File: config.mk
export PLATFORM = sky130hd
export DESIGN_NAME = spi_peripheral_flat
export DESIGN_NICKNAME = d
export VERILOG_FILES = /design/src/rtl/spi_peripheral_if.sv /design/src/rtl/spi_peripheral.sv /design/src/flat_wrapper.sv
export SDC_FILE = /design/constraint.sdc
export NUM_CORES = 1
export LEC_CHECK = 0
export BUFFER_PORTS_ARGS = -buffer_cell sky130_fd_sc_hd__buf_2
export CAP_MARGIN = 20
export CORE_UTILIZATION = 40
export DETAILED_ROUTE_END_ITERATION = 6
export GPL_TIMING_DRIVEN = 0
export PLACE_DENSITY = 0.59
export SLEW_MARGIN = 10
export SYNTH_ARGS = -nofsm -noshare
export SYNTH_HDL_FRONTEND = slang
export SYNTH_SLANG_ARGS = --single-unit
File: constraint.sdc
create_clock -name clk -period 6.5 [get_ports clk]
set_input_delay 0 -clock clk [delete_from_list [all_inputs] [get_ports clk]]
set_output_delay 0 -clock clk [all_outputs]
set_load 0.1 [all_outputs]
File: src/rtl/spi_peripheral_if.sv
// SPI pin bundle between an external controller and the spi_peripheral block.
// The controller drives sclk/cs_n/copi; the peripheral drives poci and its tristate enable.
interface spi_peripheral_if;
  logic sclk;
  logic cs_n;
  logic copi;
  logic poci;
  logic poci_oe;

  modport master (
    output sclk,
    output cs_n,
    output copi,
    input  poci,
    input  poci_oe
  );

  modport slave (
    input  sclk,
    input  cs_n,
    input  copi,
    output poci,
    output poci_oe
  );
endinterface

File: src/rtl/spi_peripheral.sv
// SPI peripheral (all four modes) with 1..8 byte transactions, oversampling the
// asynchronous SPI pins through two-flop synchronizers in the clk/clk_en domain.
module spi_peripheral #(
  parameter int DATA_WIDTH = 64
) (
  input  logic                  clk,
  input  logic                  sync_rst_n,
  input  logic                  clk_en,
  input  logic [1:0]            spi_mode,
  input  logic [2:0]            byte_sel,
  input  logic                  wr_en,
  input  logic [DATA_WIDTH-1:0] tx_data,
  spi_peripheral_if.slave       spi,
  output logic [DATA_WIDTH-1:0] rx_data,
  output logic                  rx_valid,
  output logic                  txn_abort,
  output logic                  busy
);

  localparam int CW = $clog2(DATA_WIDTH) + 1;

  typedef enum logic [1:0] {
    ST_IDLE   = 2'd0,
    ST_ACTIVE = 2'd1,
    ST_DONE   = 2'd2
  } state_t;

  logic [1:0]            sclk_sync_r, cs_sync_r, copi_sync_r;
  logic                  sclk_prev_r, cs_prev_r;
  state_t                state_r, state_nxt_s;
  logic [1:0]            mode_r, mode_nxt_s;
  logic [2:0]            bsel_r, bsel_nxt_s;
  logic [CW-1:0]         cnt_r, cnt_nxt_s;
  logic [DATA_WIDTH-1:0] tx_buf_r, tx_buf_nxt_s;
  logic [DATA_WIDTH-1:0] tx_shift_r, tx_shift_nxt_s;
  logic [DATA_WIDTH-1:0] rx_shift_r, rx_shift_nxt_s;
  logic [DATA_WIDTH-1:0] rx_data_r, rx_data_nxt_s;
  logic                  first_r, first_nxt_s;
  logic                  rx_valid_nxt_s, abort_nxt_s, poci_nxt_s;
  logic                  poci_r, poci_oe_r, rx_valid_r, txn_abort_r, busy_r;

  logic                  sclk_s, cs_s, copi_s;
  logic                  sclk_rise_s, sclk_fall_s, lead_s, trail_s;
  logic                  sample_s, shift_s, cs_fall_s;
  logic [CW-1:0]         n_in_s, n_act_s;
  logic [DATA_WIDTH-1:0] tx_load_s;

  assign sclk_s      = sclk_sync_r[1];
  assign cs_s        = cs_sync_r[1];
  assign copi_s      = copi_sync_r[1];
  assign sclk_rise_s = sclk_s & ~sclk_prev_r;
  assign sclk_fall_s = ~sclk_s & sclk_prev_r;
  assign cs_fall_s   = cs_prev_r & ~cs_s;
  // Leading edge is the first transition away from the CPOL idle level.
  assign lead_s      = mode_r[1] ? sclk_fall_s : sclk_rise_s;
  assign trail_s     = mode_r[1] ? sclk_rise_s : sclk_fall_s;
  assign sample_s    = mode_r[0] ? trail_s : lead_s;
  assign shift_s     = mode_r[0] ? lead_s : trail_s;
  assign n_in_s      = CW'((32'(byte_sel) + 32'd1) * 32'd8);
  assign n_act_s     = CW'((32'(bsel_r) + 32'd1) * 32'd8);
  // A write in the same cycle as selection is transmitted immediately.
  assign tx_load_s   = wr_en ? tx_data : tx_buf_r;

  // Pin synchronizers and previous-value flops for edge detection.
  always_ff @(posedge clk) begin
    if (!sync_rst_n) begin
      sclk_sync_r <= 2'b00;
      cs_sync_r   <= 2'b11;
      copi_sync_r <= 2'b00;
      sclk_prev_r <= 1'b0;
      cs_prev_r   <= 1'b1;
    end else if (clk_en) begin
      sclk_sync_r <= {sclk_sync_r[0], spi.sclk};
      cs_sync_r   <= {cs_sync_r[0], spi.cs_n};
      copi_sync_r <= {copi_sync_r[0], spi.copi};
      sclk_prev_r <= sclk_s;
      cs_prev_r   <= cs_s;
    end
  end

  // Next-state, shift datapath and output-pulse decode.
  always_comb begin
    state_nxt_s    = state_r;
    mode_nxt_s     = mode_r;
    bsel_nxt_s     = bsel_r;
    cnt_nxt_s      = cnt_r;
    tx_buf_nxt_s   = tx_buf_r;
    tx_shift_nxt_s = tx_shift_r;
    rx_shift_nxt_s = rx_shift_r;
    rx_data_nxt_s  = rx_data_r;
    first_nxt_s    = first_r;
    rx_valid_nxt_s = 1'b0;
    abort_nxt_s    = 1'b0;
    poci_nxt_s     = 1'b0;
    case (state_r)
      ST_IDLE: begin
        if (wr_en) begin
          tx_buf_nxt_s = tx_data;
        end else begin
          tx_buf_nxt_s = tx_buf_r;
        end
        if (cs_fall_s) begin
          state_nxt_s    = ST_ACTIVE;
          mode_nxt_s     = spi_mode;
          bsel_nxt_s     = byte_sel;
          cnt_nxt_s      = {CW{1'b0}};
          rx_shift_nxt_s = {DATA_WIDTH{1'b0}};
          tx_shift_nxt_s = tx_load_s << (CW'(DATA_WIDTH) - n_in_s);
          first_nxt_s    = 1'b1;
        end else begin
          state_nxt_s = ST_IDLE;
        end
      end
      ST_ACTIVE: begin
        if (cnt_r == n_act_s) begin
          state_nxt_s    = ST_DONE;
          rx_data_nxt_s  = rx_shift_r;
          rx_valid_nxt_s = 1'b1;
        end else if (cs_s) begin
          state_nxt_s = ST_IDLE;
          abort_nxt_s = 1'b1;
        end else begin
          if (sample_s) begin
            rx_shift_nxt_s = {rx_shift_r[DATA_WIDTH-2:0], copi_s};
            cnt_nxt_s      = cnt_r + CW'(1);
          end else begin
            rx_shift_nxt_s = rx_shift_r;
          end
          // With CPHA=1 the first leading edge only exposes the MSB.
          if (shift_s && mode_r[0] && first_r) begin
            first_nxt_s = 1'b0;
          end else if (shift_s) begin
            tx_shift_nxt_s = {tx_shift_r[DATA_WIDTH-2:0], 1'b0};
          end else begin
            tx_shift_nxt_s = tx_shift_r;
          end
        end
      end
      ST_DONE: begin
        if (cs_s) begin
          state_nxt_s = ST_IDLE;
        end else begin
          state_nxt_s = ST_DONE;
        end
      end
      default: begin
        state_nxt_s = ST_IDLE;
      end
    endcase
    // cs_sync_r[0] is the synchronized cs_n value being registered this cycle.
    if (!cs_sync_r[0] && (state_nxt_s == ST_ACTIVE) && !(mode_nxt_s[0] && first_nxt_s)) begin
      poci_nxt_s = tx_shift_nxt_s[DATA_WIDTH-1];
    end else begin
      poci_nxt_s = 1'b0;
    end
  end

  // State, datapath and registered outputs.
  always_ff @(posedge clk) begin
    if (!sync_rst_n) begin
      state_r     <= ST_IDLE;
      mode_r      <= 2'b00;
      bsel_r      <= 3'd0;
      cnt_r       <= {CW{1'b0}};
      tx_buf_r    <= {DATA_WIDTH{1'b0}};
      tx_shift_r  <= {DATA_WIDTH{1'b0}};
      rx_shift_r  <= {DATA_WIDTH{1'b0}};
      rx_data_r   <= {DATA_WIDTH{1'b0}};
      first_r     <= 1'b0;
      poci_r      <= 1'b0;
      poci_oe_r   <= 1'b0;
      rx_valid_r  <= 1'b0;
      txn_abort_r <= 1'b0;
      busy_r      <= 1'b0;
    end else if (clk_en) begin
      state_r     <= state_nxt_s;
      mode_r      <= mode_nxt_s;
      bsel_r      <= bsel_nxt_s;
      cnt_r       <= cnt_nxt_s;
      tx_buf_r    <= tx_buf_nxt_s;
      tx_shift_r  <= tx_shift_nxt_s;
      rx_shift_r  <= rx_shift_nxt_s;
      rx_data_r   <= rx_data_nxt_s;
      first_r     <= first_nxt_s;
      poci_r      <= poci_nxt_s;
      poci_oe_r   <= ~cs_sync_r[0];
      rx_valid_r  <= rx_valid_nxt_s;
      txn_abort_r <= abort_nxt_s;
      busy_r      <= (state_nxt_s == ST_ACTIVE);
    end
  end

  assign spi.poci    = poci_r;
  assign spi.poci_oe = poci_oe_r;
  assign rx_data     = rx_data_r;
  assign rx_valid    = rx_valid_r;
  assign txn_abort   = txn_abort_r;
  assign busy        = busy_r;

endmodule

File: src/flat_wrapper.sv
// flat-port wrapper written by rule: the top's interface ports become plain ports
module spi_peripheral_flat 
#(
  parameter int DATA_WIDTH = 64
)
  (clk, sync_rst_n, clk_en, spi_mode, byte_sel, wr_en, tx_data, rx_data, rx_valid, txn_abort, busy, spi_sclk, spi_cs_n, spi_copi, spi_poci, spi_poci_oe);
  spi_peripheral_if spi_i ();
  input  logic clk;
  input  logic sync_rst_n;
  input  logic clk_en;
  input  logic [1:0] spi_mode;
  input  logic [2:0] byte_sel;
  input  logic wr_en;
  input  logic [DATA_WIDTH-1:0] tx_data;
  output logic [DATA_WIDTH-1:0] rx_data;
  output logic rx_valid;
  output logic txn_abort;
  output logic busy;
  input wire logic [$bits(spi_i.sclk)-1:0] spi_sclk;
  input wire logic [$bits(spi_i.cs_n)-1:0] spi_cs_n;
  input wire logic [$bits(spi_i.copi)-1:0] spi_copi;
  output wire logic [$bits(spi_i.poci)-1:0] spi_poci;
  output wire logic [$bits(spi_i.poci_oe)-1:0] spi_poci_oe;
  assign spi_i.sclk = spi_sclk;
  assign spi_i.cs_n = spi_cs_n;
  assign spi_i.copi = spi_copi;
  assign spi_poci = spi_i.poci;
  assign spi_poci_oe = spi_i.poci_oe;
  spi_peripheral #(.DATA_WIDTH(DATA_WIDTH)) u_core (.clk(clk), .sync_rst_n(sync_rst_n), .clk_en(clk_en), .spi_mode(spi_mode), .byte_sel(byte_sel), .wr_en(wr_en), .tx_data(tx_data), .spi(spi_i), .rx_data(rx_data), .rx_valid(rx_valid), .txn_abort(txn_abort), .busy(busy));
endmodule
Yosys cells after proc, flatten, opt, wreduce, memory -nomap -nowiden:

Cells that the tools add are included.

* $add $sub $neg: 4
* multiply operators: 0
* divide/modulo/power cells: 0
* order comparisons: 0
* equal/unequal tests: 10
* shift operators: 1
* muxes and demuxes: 39
* bitwise gates (word level): 7
* reduce and logical (&&, ||, !) cells: 14

Operators with widths (count)
* two-way mux 64 bit: 10
* case mux 64 bit (2 select lines): 2
* << shifter 64 x 7 -> 64 bit: 1
* two-way mux 7 bit: 4
* two-way mux 1 bit: 17
* case mux 7 bit (2 select lines): 1
* adder 3 x 1 -> 4 bit, second input constant: 2
* adder 7 x 1 -> 7 bit, second input constant: 1
* == test 7 bit: 1
* AND reduction 7 bit: 1
* subtractor 7 bit, first input constant: 1
* two-way mux 2 bit: 3
* != test 2 x 1 -> 1 bit, second input constant: 3
* != test 2 bit, second input constant: 3
* case mux 2 bit (3 select lines): 1
* AND reduction 3 bit: 2
* AND reduction 6 bit: 1
* logical AND 1 bit: 5
* == test 2 x 1 -> 1 bit, second input constant: 2
* inverter 1 bit: 4
* AND 1 bit: 3
* == test 2 bit, second input constant: 1
* zero test 1 bit: 2
* zero test 2 bit: 1
* 3 further kinds: 3

* register bits after elaboration: 284
* latch bits: 0
* memory bits (writable): 0
* bits in read-only memories: 0
* bits of input ports: 76
* output and inout bits: 69
* memories kept: 0

Depth between registers and ports, before layout:

Gate-level depths: netlist (run 1).

* word-level depth: 14
* depth in mapped cells: 11
* mapped depth without buffers: 8

Worst setup path before layout (run 1):

Ideal clock, no wire load.

* kind: reg-to-reg
* start: register u_core.bsel_r[0]
* end: register u_core.rx_data_r[14] (netlist: u_core.rx_data[14])
* data arrival time: 2.046 ns
* path slack: 4.322 ns
* cell stages (with the launch flop): 10
* path buffers: 2
* cell sequence: dfxtp_1 > ha_1 > xor2_1 > or4bb_1 > nand3_2 > nand4_1 > clkbuf_1 > clkbuf_1 > nand2_1 > a21oi_1

* longest elaborated chain between the ends: 3

Ends and longest elaborated chain
* start: declaration: RTL line spi_peripheral.sv:32 `logic [2:0] bsel_r, bsel_nxt_s;`
* start signal: assignment: RTL line spi_peripheral.sv:178 `bsel_r <= bsel_nxt_s;`
* adder 3 x 1 -> 4 bit: RTL line spi_peripheral.sv:60 `assign n_act_s = CW'((32'(bsel_r) + 32'd1) * 32'd8);`
* == test 7 bit: RTL line spi_peripheral.sv:115 `if (cnt_r == n_act_s) begin`
* AND reduction 3 bit (no line)
* end signal: assignment: RTL line spi_peripheral.sv:168 `rx_data_r <= {DATA_WIDTH{1'b0}};`
* end signal: assignment: RTL line spi_peripheral.sv:183 `rx_data_r <= rx_data_nxt_s;`
* end: declaration: RTL line spi_peripheral.sv:37 `logic [DATA_WIDTH-1:0] rx_data_r, rx_data_nxt_s;`

No other way between the ends.
A chain may end at the register's enable or synchronous reset.

Final worst setup path (run 1):

* start: register u_core.bsel_r[0]
* end: register u_core.cnt_r[0]

* longest elaborated chain between the ends: 4

Ends and longest elaborated chain
* adder 3 x 1 -> 4 bit: RTL line spi_peripheral.sv:60
* == test 7 bit: RTL line spi_peripheral.sv:115
* != test 2 bit (no line)
* AND reduction 6 bit (no line)
* end signal: assignment: RTL line spi_peripheral.sv:164 `cnt_r <= {CW{1'b0}};`
* end signal: assignment: RTL line spi_peripheral.sv:179 `cnt_r <= cnt_nxt_s;`
* end: declaration: RTL line spi_peripheral.sv:33 `logic [CW-1:0] cnt_r, cnt_nxt_s;`

No other way between the ends.

==> summary.md, run 1 <==
| Metric | Value |
|---|---|
| Mapped cell area | 13100 µm² |
| Nets | 1825 |
| FF-to-FF path depth | 9 |
| Antenna-violating nets left | 0 |
| DRC Markers | 0 |
| Die area | 33500 µm² |
| Hpwl dp | 31200 µm |
| Final slew viol count | 0 |
| Final Skew | 0.0187 ns |
| Seq cells post-synth | 284 |
| Clock Latency Late Sink | 0.58 ns |
| Distinct cells, synth | 66 |
| DIE WIDTH | 183 µm |
| CP endpoint kind | flip-flop |
| Startpoint Class | flip-flop |
| Post-CTS resize count | 0 |
| Hold path depth | 3 |
| Max Cap Violations | 0 |
| Final WL | 42800 µm |
| Reg-to-reg setup timing slack | 3.68 ns |
| Ports | 145 |
| Post-route minimum period | 2.82 ns |
| Hold_sp | tx_data[2] |
| Gr busiest metal | met2 |
| Share of cells above drive strength 1 | 18.7% |
| Worst-margin pin slew | 1.12 ns |
| Met1 usage in global routing | 36.0% |
| Drt first pass iters | 5 |
| Slew HR | 24.7% |
| Crit-path max FO | 10 |
| Vias in the first global route | 11400 |
| Final Hold Fails | 0 |
| Synth async-reset ratio | 0% |
| Power Dens Cells | 254 nW/µm² |
| RR Startpoint | u_core.bsel_r[0] |
| Main synth FF type | dfxtp_1 |
| Worst Path Required | 6.99 ns |
| Clk buf depth | 3 |
| Routed wire per std cell | 19.4 µm |
| Post-synth top area share | 43.4% |
| Fmax | 0.355 GHz |
| RSZ-0062 raised after global routing | no |
| Reg clk slew, reported paths | 0.06 ns |
| Yosys warns | 0 |
| Clock sinks | 284 |
| CTS Buf Count | 31 |
| H-tree depth | 1 |
| CP cell instances | ha_1, xor2_1, or3_1, nand3_2, a211oi_1, buf_2, buf_2, nor2_1, nor3_1 |
| I/O Buffers | 142 |
| Most frequent cells in the layout | nand2_1 (292), dfxtp_1 (284), a21oi_1 (222) |
| GR met2 Demand/Resource | 39.0% |
| Setup violators final | 0 |
| Type of the worst setup path | reg2reg |
| Hold EP | u_core.tx_buf_r[2] |
| Die Height | 183 µm |
| Largest net degree at the start of global routing | 17 |
| Final Cycle Share | 43.3% |
| TritonCTS clock tree | done |
| Rows | 65 |
| Final core occ | 50.2% |
| Post-synth top area cell | dfxtp_1 |
| CP peak stage delay | 0.74 ns |
| Core footprint | 31900 µm² |
| Largest cells by area after synthesis | dfxtp_1 (43%), a21oi_1 (8.5%), nand2_1 (8.4%), mux4_2 (6.5%), mux2i_1 (5.8%) |
| Initial Util | 41.1% |
| 1st-iter DRT viols | 984 |
| Synth Area per Inst | 8.71 µm² |
| Mapped Nets | 1583 |
| Final GP Congestion | 0.968 |
| EDFF count, synth | 0 |
| Worst min-delay path class | in2reg |
| First-pass GRT wire length | 66100 µm |
| Most used cell along the critical path | buf_2 |
| Critical path arrival | 3.31 ns |
| Register area share after synthesis | 43.4% |
| GR Util met3 | 5.52% |
| Setup Buffers After CTS | 0 |
| Initial antenna violation count | 2 |
| Via Count | 12300 |
| Crit path max-delay cell type | a211oi_1 |
| Vias per cell | 5.57 |
| Status | finished, final reports clean |
| Most common cell after layout, fill and taps aside | nand2_1 |
| Peak VDD IR | 0.000194 V |
| Mapped Cells | 1503 |
| Leak | 6.08 nW |
| Grt total ovfl | 0 |
| All-Layer GR Usage | 25.3% |
| Root Driver | clkbuf_16 |
| Area grow syn2layout | 22.3% |
| Setup tns final | 0 ns |
| RR Endpoint | u_core.cnt_r[0] |
## worst max path at each step
stage,slack (ns),startpoint,depth (start not counted),end
after floorplan,4.32,u_core.bsel_r[0],9,u_core.rx_data[14]
after global placement,3.76,u_core.bsel_r[0],8,u_core.rx_data[21]
after detailed placement,3.73,u_core.bsel_r[0],9,u_core.cnt_r[0]
after CTS,3.69,u_core.bsel_r[0],9,u_core.rx_shift_r[46]
after global routing,3.42,u_core.bsel_r[0],9,u_core.cnt_r[0]
final,3.68,u_core.bsel_r[0],9,u_core.cnt_r[0]
## cell type report
| type | count | area [µm²] |
|---|---|---|
| Antenna cell | 1 | 2.50 |
| Buffer | 129 | 634 |
| Clock buffer | 44 | 895 |
| Clock inverter | 11 | 101 |
| Fill cell | 3101 | 15900 |
| Inverter | 12 | 45.0 |
| Multi-Input combinational cell | 1078 | 6730 |
| Sequential cell | 284 | 5690 |
| Tap cell | 435 | 544 |
| Timing Repair Buffer | 209 | 1380 |
## synth_stat cells (2+ instances only)
cell	instances
clkbuf_1	64
buf_6	5
or3_1	9
ha_1	4
mux4_2	38
o21ai_0	81
a311oi_1	3
a21oi_1	222
dfxtp_1	284
nor2_1	112
buf_2	39
nor2b_1	2
o31ai_1	2
o211ai_1	2
buf_4	17
xnor2_1	4
xor2_1	4
nand2_1	292
buf_1	4
a22oi_1	91
nor3_1	7
a211oi_1	23
mux2i_1	76
o22a_2	3
and2_1	3
nand4_1	4
inv_2	2
o22a_1	9
nand3_1	8
a2bb2oi_1	9
mux2_2	23
nand2b_1	4
a31oi_1	11
inv_1	10
## per-layer routing
metal | up-vias | share of wire, %
li1 | 5843 | -
met1 | 5950 | 46
met2 | 419 | 44
met3 | 63 | 7.8
met4 | 2 | 1.9
met5 | - | 0.030
## registers in the layout (all words and copies together), names as in the netlist
name	count
u_core.rx_data	64
u_core.rx_shift_r	64
u_core.tx_buf_r	64
u_core.tx_shift_r	64
u_core.cnt_r	7
u_core.bsel_r	3
u_core.copi_sync_r	2
u_core.cs_sync_r	2
u_core.mode_r	2
u_core.sclk_sync_r	2
u_core.state_r	2
u_core.busy	1
u_core.cs_prev_r	1
u_core.first_r	1
u_core.rx_valid	1
u_core.sclk_prev_r	1
u_core.spi.poci	1
u_core.spi.poci_oe	1
u_core.txn_abort	1
## where the power goes
part	switching, mW	internal (mW)	leakage (nW)	total, mW
clock network	0.732	0.995	0.495	1.73
registers	0.0274	1.78	2.30	1.81
logic	0.319	0.205	3.28	0.524
total	1.08	2.98	6.08	4.06
## timing repair
action                                 4_1_cts  5_1_grt
endpoints found under the hold margin      102        0
hold buffers                                67        0
setup endpoints to repair                    0        0
## per-stage QoR
| step | area (µm²) | std cells | power, mW | hold WS, ns | setup WS, ns |
|---|---|---|---|---|---|
| after floorplan | 13100 | 1503 | 2.15 | 0.129 | 4.32 |
| after global placement | 14300 | 2080 | 2.32 | 0.229 | 3.76 |
| after detailed placement | 14300 | 2080 | 2.33 | 0.228 | 3.73 |
| after CTS | 16000 | 2202 | 4.08 | 0.0263 | 3.69 |
| after global routing | 16000 | 2202 | 4.20 | 0.0383 | 3.42 |
| final | 16000 | 2203 | 4.06 | 0.0533 | 3.68 |
## worst max-delay path, delay by kind of cell, from the launching register on
kind                       cells  cell delay, ns
AOI/OAI and AO/OA              1            0.74
xor gates and xnor gates       1            0.20
adders and majority gates      1            0.18
buffers and inverters          2            0.63
DFF                            1            0.39
and+or+nand+nor                4            0.60
## logic make-up after synthesis
family	count (synthesis)	share of synthesized area [%]
adders and majority gates	4	0.382
AOI/OAI and AO/OA	468	21.5
buffers and inverters	141	5.19
xor gates and xnor gates	9	0.660
and+or+nand+nor	460	14.5
DFF	284	43.4
muxes	137	14.3
Power figures use the tool's default switching activity.
==> run 2, diff against run 1 <==
==> constraint.sdc (replaced) <==
create_clock -name clk -period 2.75 [get_ports clk]
set_input_delay 0 -clock clk [delete_from_list [all_inputs] [get_ports clk]]
set_output_delay 0 -clock clk [all_outputs]
set_load 0.1 [all_outputs]
==> summary.md, run 2 (synthesis gave the netlist of run 1 again) <==
| Metric | Value |
|---|---|
| Status | finished, final reports clean |
| Type of the worst setup path | in2reg |
| Most common cell after layout, fill and taps aside | nand2_1 |
| Final GP Congestion | 0.968 |
| RSZ-0062 raised after global routing | no |
| Hpwl dp | 31200 µm |
| Slew HR | 24.5% |
| RR Endpoint | u_core.tx_buf_r[48] |
| Ports | 145 |
| I/O Buffers | 142 |
| Post-Layout Inst Area | 16100 µm² |
| Worst Path Required | 3.24 ns |
| Clock Latency Late Sink | 0.59 ns |
| Max Cap Violations | 0 |
| Nets | 1825 |
| Final Hold Fails | 0 |
| H-tree depth | 1 |
| Clock share of power | 42.4% |
| Number of fillers in the final layout | 3093 |
| Worst-margin pin slew | 1.12 ns |
| Peak VDD IR | 0.000462 V |
| Drt first pass iters | 5 |
| Startpoint Class | primary input |
| Final core occ | 50.4% |
| Final slew viol count | 0 |
| Die Height | 183 µm |
| All-Layer GR Usage | 25.3% |
| Antenna-violating nets left | 0 |
| Via Count | 12300 |
| Final Cycle Share | 95.7% |
| Int Power | 7.05 mW |
| Final WL | 42900 µm |
| Combinational power share | 13.0% |
| Initial Util | 41.1% |
| TritonCTS clock tree | done |
| Root Driver | clkbuf_16 |
| Initial antenna violation count | 2 |
| DIE WIDTH | 183 µm |
| Largest net degree at the start of global routing | 17 |
| Flop pwr share | 44.6% |
| Placed Area | 14300 µm² |
| Area grow syn2layout | 22.7% |
| Final Skew | 0.0167 ns |
| P_sw | 2.55 mW |
| Post-route minimum period | 2.63 ns |
| Most frequent cells in the layout | nand2_1 (292), dfxtp_1 (284), a21oi_1 (222) |
| Fmax | 0.380 GHz |
| Share of cells above drive strength 1 | 19.2% |
| Leak | 6.10 nW |
| CTS Buf Count | 31 |
| Dpl cells | 2080 |
| Switching Share | 26.5% |
| CP startpoint | byte_sel[1] |
| Reg-to-reg setup timing slack | 0.16 ns |
| Grt total ovfl | 0 |
| Setup Buffers After CTS | 0 |
| Die area | 33500 µm² |
| First-pass GRT wire length | 66100 µm |
| DRC Markers | 0 |
| Power Dens Cells | 598 nW/µm² |
| Rows | 65 |
| 1st-iter DRT viols | 991 |
| Crit-path max FO | 10 |
| CP endpoint kind | flip-flop |
| Core footprint | 31900 µm² |
| Final cell count without fillers | 2204 |
| Setup violators final | 0 |
| RR Startpoint | u_core.state_r[0] |
| Routed wire per std cell | 19.5 µm |
| Vias per cell | 5.58 |
| Clock sinks | 284 |
| FF-to-FF path depth | 7 |
| Vias in the first global route | 11500 |
| Hold_sp | tx_data[2] |
| Worst min-delay path class | in2reg |
| Critical path arrival | 3.13 ns |
| Hold EP | u_core.tx_buf_r[2] |
| Reg clk slew, reported paths | 0.06 ns |
| Hold path depth | 3 |
| Clk buf depth | 3 |
==> run 2: cell types whose count changed in the layout (fill, tap and decap cells not counted), sizes merged <==
cell    previous run  this run
clkbuf           108       107
diode              1         2
buf              207       208
==> run 2: per-stage QoR <==
| step | hold slack [ns] | power (mW) | setup WS, ns | setup TNS [ns] |
|---|---|---|---|---|
| after floorplan | 0.129 | 5.09 | 0.572 | 0 |
| after global placement | 0.229 | 5.49 | 0.00640 | 0 |
| after detailed placement | 0.228 | 5.50 | -0.0215 | -0.197 |
| after CTS | 0.0263 | 9.65 | 0.0362 | 0 |
| after global routing | 0.0383 | 9.94 | 0.00627 | 0 |
| final | 0.0502 | 9.60 | 0.118 | 0 |
==> run 2: worst max-delay path by stage <==
stage / to / slack [ns] / cells after the start
6_report: u_core.tx_shift_r[52] / 0.12 / 10
5_1_grt: u_core.cnt_r[0] / 0.006 / 9
4_1_cts: u_core.tx_shift_r[57] / 0.04 / 8
3_5_place_dp: u_core.cnt_r[0] / -0.02 / 9
3_3_place_gp: u_core.rx_data[21] / 0.006 / 8
2_1_floorplan: u_core.rx_data[14] / 0.57 / 9
==> run 2: final cells by class <==
cell class	instances	area (µm²)	area share (%)
clock buffers	44	895	5.57
inverters	12	45.0	0.280
diodes	2	5.00	0.0312
well taps	435	544	3.39
plain buffers	129	644	4.01
multi-input cells	1078	6760	42.1
flip-flops and latches	284	5690	35.4
repair buffers	209	1380	8.60
clock inverters	11	101	0.631
==> run 2: power groups by stage <==
stage                     registers (mW)  clock network (mW)  logic [mW]
after floorplan                     4.37                   0       0.719
after global placement              4.37                   0        1.13
after detailed placement            4.37                   0        1.13
after CTS                           4.28                4.16        1.21
after global routing                4.29                4.34        1.31
final                               4.28                4.08        1.24
==> run 2: critical path, cell delays in order <==
cell           delay [ns]
dlygate4sd3_1        0.54
buf_2                0.18
ha_1                 0.31
buf_4                0.22
inv_1                0.12
mux2_2               0.31
a311oi_4             0.64
nand2_1              0.32
o22a_1               0.28
a31oi_1              0.19
==> run 2: what timing repair did <==
action	in CTS	in global routing
endpoints found under the hold margin	102	0
hold buffers	67	0
gates resized for setup	2	18
setup endpoints to repair	50	102
==> run 2: routing by layer <==
layer  routed length (µm)  vias up  global-route usage [%]
li1                     -     5841                       -
met1                20100     5978                    36.0
met2                18800      409                    39.0
met3                 3200       62                    5.52
met4                  815        2                    5.70
met5                   13        -                       0
==> run 3, diff against run 2 <==
--- a/config.mk
+++ b/config.mk
@@ -5,6 +5,7 @@
 export SDC_FILE = /design/constraint.sdc
 export NUM_CORES = 1
 export LEC_CHECK = 0
+export ABC_AREA = 1
 export BUFFER_PORTS_ARGS = -buffer_cell sky130_fd_sc_hd__buf_2
 export CAP_MARGIN = 20
 export CORE_UTILIZATION = 40
==> summary.md, run 3 <==
| Metric | Value |
|---|---|
| Nets | 2175 |
| Vias in the first global route | 12600 |
| Clk buf depth | 3 |
| Setup tns final | 0 ns |
| RSZ-0062 raised after global routing | no |
| Die area | 33300 µm² |
| Startpoint Class | primary input |
| Met1 usage in global routing | 41.4% |
| Final WL | 46200 µm |
| RR Endpoint | u_core.rx_data[52] |
| Max Cap Violations | 0 |
| Critical path arrival | 3.04 ns |
| Routed wire per std cell | 18.1 µm |
| Via Count | 13600 |
| Flop pwr share | 43.4% |
| Peak VDD IR | 0.000391 V |
| DIE WIDTH | 182 µm |
| Ports | 145 |
| Post-route minimum period | 2.60 ns |
| Root Driver | clkbuf_16 |
| Clock Latency Late Sink | 0.51 ns |
| Area grow syn2layout | 21.5% |
| CP endpoint kind | flip-flop |
| Worst Setup Slack, final | 0.150 ns |
| Worst Path Required | 3.19 ns |
| Yosys warns | 0 |
| Final slew viol count | 0 |
| Reg-to-reg setup timing slack | 0.29 ns |
| Mapped Nets | 1951 |
| Post-synth top area share | 43.6% |
| H-tree depth | 2 |
| Drt first pass iters | 5 |
| CP startpoint | byte_sel[1] |
| Register area share after synthesis | 43.6% |
| GR met2 Demand/Resource | 40.1% |
| Synth Area per Inst | 6.96 µm² |
| Seq cells post-synth | 284 |
| RR Startpoint | u_core.bsel_r[0] |
| All-Layer GR Usage | 27.5% |
| Grt total ovfl | 0 |
| TritonCTS clock tree | done |
| 1st-iter DRT viols | 1125 |
| Distinct cells, synth | 42 |
| Final Skew | 0.0174 ns |
| Switching Share | 27.2% |
| Clock sinks | 284 |
| P_sw | 2.70 mW |
| Status | finished, final reports clean |
| Post-Place Setup Slack | 0.267 ns |
| Core footprint | 31800 µm² |
| EDFF count, synth | 0 |
| Main synth FF type | dfxtp_1 |
| Share of cells above drive strength 1 | 13.6% |
| Rows | 65 |
| Slew HR | 31.2% |
| Die Height | 182 µm |
| Largest cells by area after synthesis | dfxtp_1 (44%), nand2_1 (12%), o21ai_0 (11%), a21oi_1 (7.0%), nor2_1 (6.7%) |
| Antenna-violating nets left | 0 |
| Most common cell in the netlist | nand2_1 |
| Final Cycle Share | 94.6% |
| Fmax | 0.385 GHz |
| Post-synth top area cell | dfxtp_1 |
| Hold_ws | 0.0433 ns |
| Combinational power share | 12.6% |
| Synth async-reset ratio | 0% |
| Crit-path max FO | 10 |
| Vias per cell | 5.33 |
| I/O Buffers | 143 |
| Largest net degree at the start of global routing | 13 |
| DRC Markers | 0 |
| Hpwl dp | 34600 µm |
| FF-to-FF path depth | 10 |
| Setup violators final | 0 |
| Reg clk slew, reported paths | 0.06 ns |
| Power Dens Cells | 627 nW/µm² |
| Most common cell after layout, fill and taps aside | nand2_1 |
| CP endpoint | u_core.tx_shift_r[55] |
| Initial Util | 41.0% |
| Setup Buffers After CTS | 0 |
| GR Util met3 | 3.57% |
| Worst min-delay path class | in2reg |
| First-pass GRT wire length | 71300 µm |
| Final Hold Fails | 0 |
| Final GP Congestion | 0.977 |
| Type of the worst setup path | in2reg |
| Mapped cell area | 13000 µm² |
| Mapped Cells | 1871 |
| Gr busiest metal | met1 |
| Worst-margin pin slew | 1.02 ns |
| CTS Buf Count | 34 |
| Clock share of power | 44.0% |
| Post-CTS resize count | 0 |
| Initial antenna violation count | 1 |
| Leak | 6.68 nW |
| Int Power | 7.23 mW |
| Most frequent cells in the layout | nand2_1 (400), o21ai_0 (297), dfxtp_1 (284) |
| Commonest cells post-synth | nand2_1 (400), o21ai_0 (297), dfxtp_1 (284) |
run 3: stage by stage:
step	instances	total power, mW	util [%]	cell area (µm²)
detailed placement	2449	5.55	44.9	14300
global route	2554	10.3	49.8	15800
floorplan	1871	5.10	-	13000
global placement	2449	5.55	44.9	14300
finish	2555	9.93	49.8	15800
CTS	2554	9.97	49.8	15800
run 3: critical path, cell delays in order:
cell,delay (ns)
dlygate4sd3_1,0.53
buf_2,0.17
ha_1,0.41
inv_1,0.12
nand2_1,0.10
nand2_1,0.29
inv_1,0.09
buf_2,0.20
buf_2,0.21
o22ai_1,0.47
o21ai_0,0.13
o21ai_0,0.17
nor2_1,0.05
nor2_1,0.08
run 3: final cells by class:
class / instances / area [µm²]
multi-input cells: 1367 / 6410
well taps: 435 / 544
plain buffers: 144 / 649
inverters: 76 / 288
diodes: 1 / 2.50
repair buffers: 188 / 1170
fillers: 3302 / 16000
clock buffers: 55 / 1050
flip-flops and latches: 284 / 5690
clock inverters: 5 / 32.5
run 3: power groups by stage:
stage                     combinational (mW)  clock (mW)  sequential, mW
after floorplan                        0.698           0            4.40
after global routing                    1.35        4.60            4.32
after CTS                               1.21        4.45            4.31
final                                   1.25        4.37            4.31
after detailed placement                1.16           0            4.40
after global placement                  1.16           0            4.39
run 3: cells by family (layout without fill, tap and decap cells):
| kind of cell | after synthesis | after routing | synth area share (%) |
|---|---|---|---|
| simple gates | 782 | 782 | 24.9 |
| compound gates | 576 | 576 | 23.6 |
| flops | 284 | 284 | 43.6 |
| buf+inv | 220 | 468 | 7.19 |
| fa+ha+maj | 4 | 4 | 0.384 |
| mux | 3 | 3 | 0.230 |
| xor+xnor | 2 | 2 | 0.134 |
| other cells | 0 | 1 | 0 |
run 3: worst min-delay path by stage:
stage	start	endpoint	slack, ns	cells after the start
after detailed placement	spi_cs_n	u_core.cs_sync_r[0]	0.26	3
final	tx_data[1]	u_core.tx_buf_r[1]	0.04	5
after global routing	tx_data[1]	u_core.tx_buf_r[1]	0.08	5
after floorplan	spi_cs_n	u_core.cs_sync_r[0]	0.13	2
after global placement	spi_copi	u_core.copi_sync_r[0]	0.25	3
after CTS	tx_data[50]	u_core.tx_buf_r[50]	0.02	5
run 3: layer usage:
layer	vias up	share of wire, %
li1	6730	-
met1	6403	50
met2	424	41
met3	66	6.2
met4	0	2.4
met5	-	0
run 3: timing repair:
item	CTS	global route
setup endpoints to repair	0	0
hold endpoints to repair	50	0
hold buffers	45	0
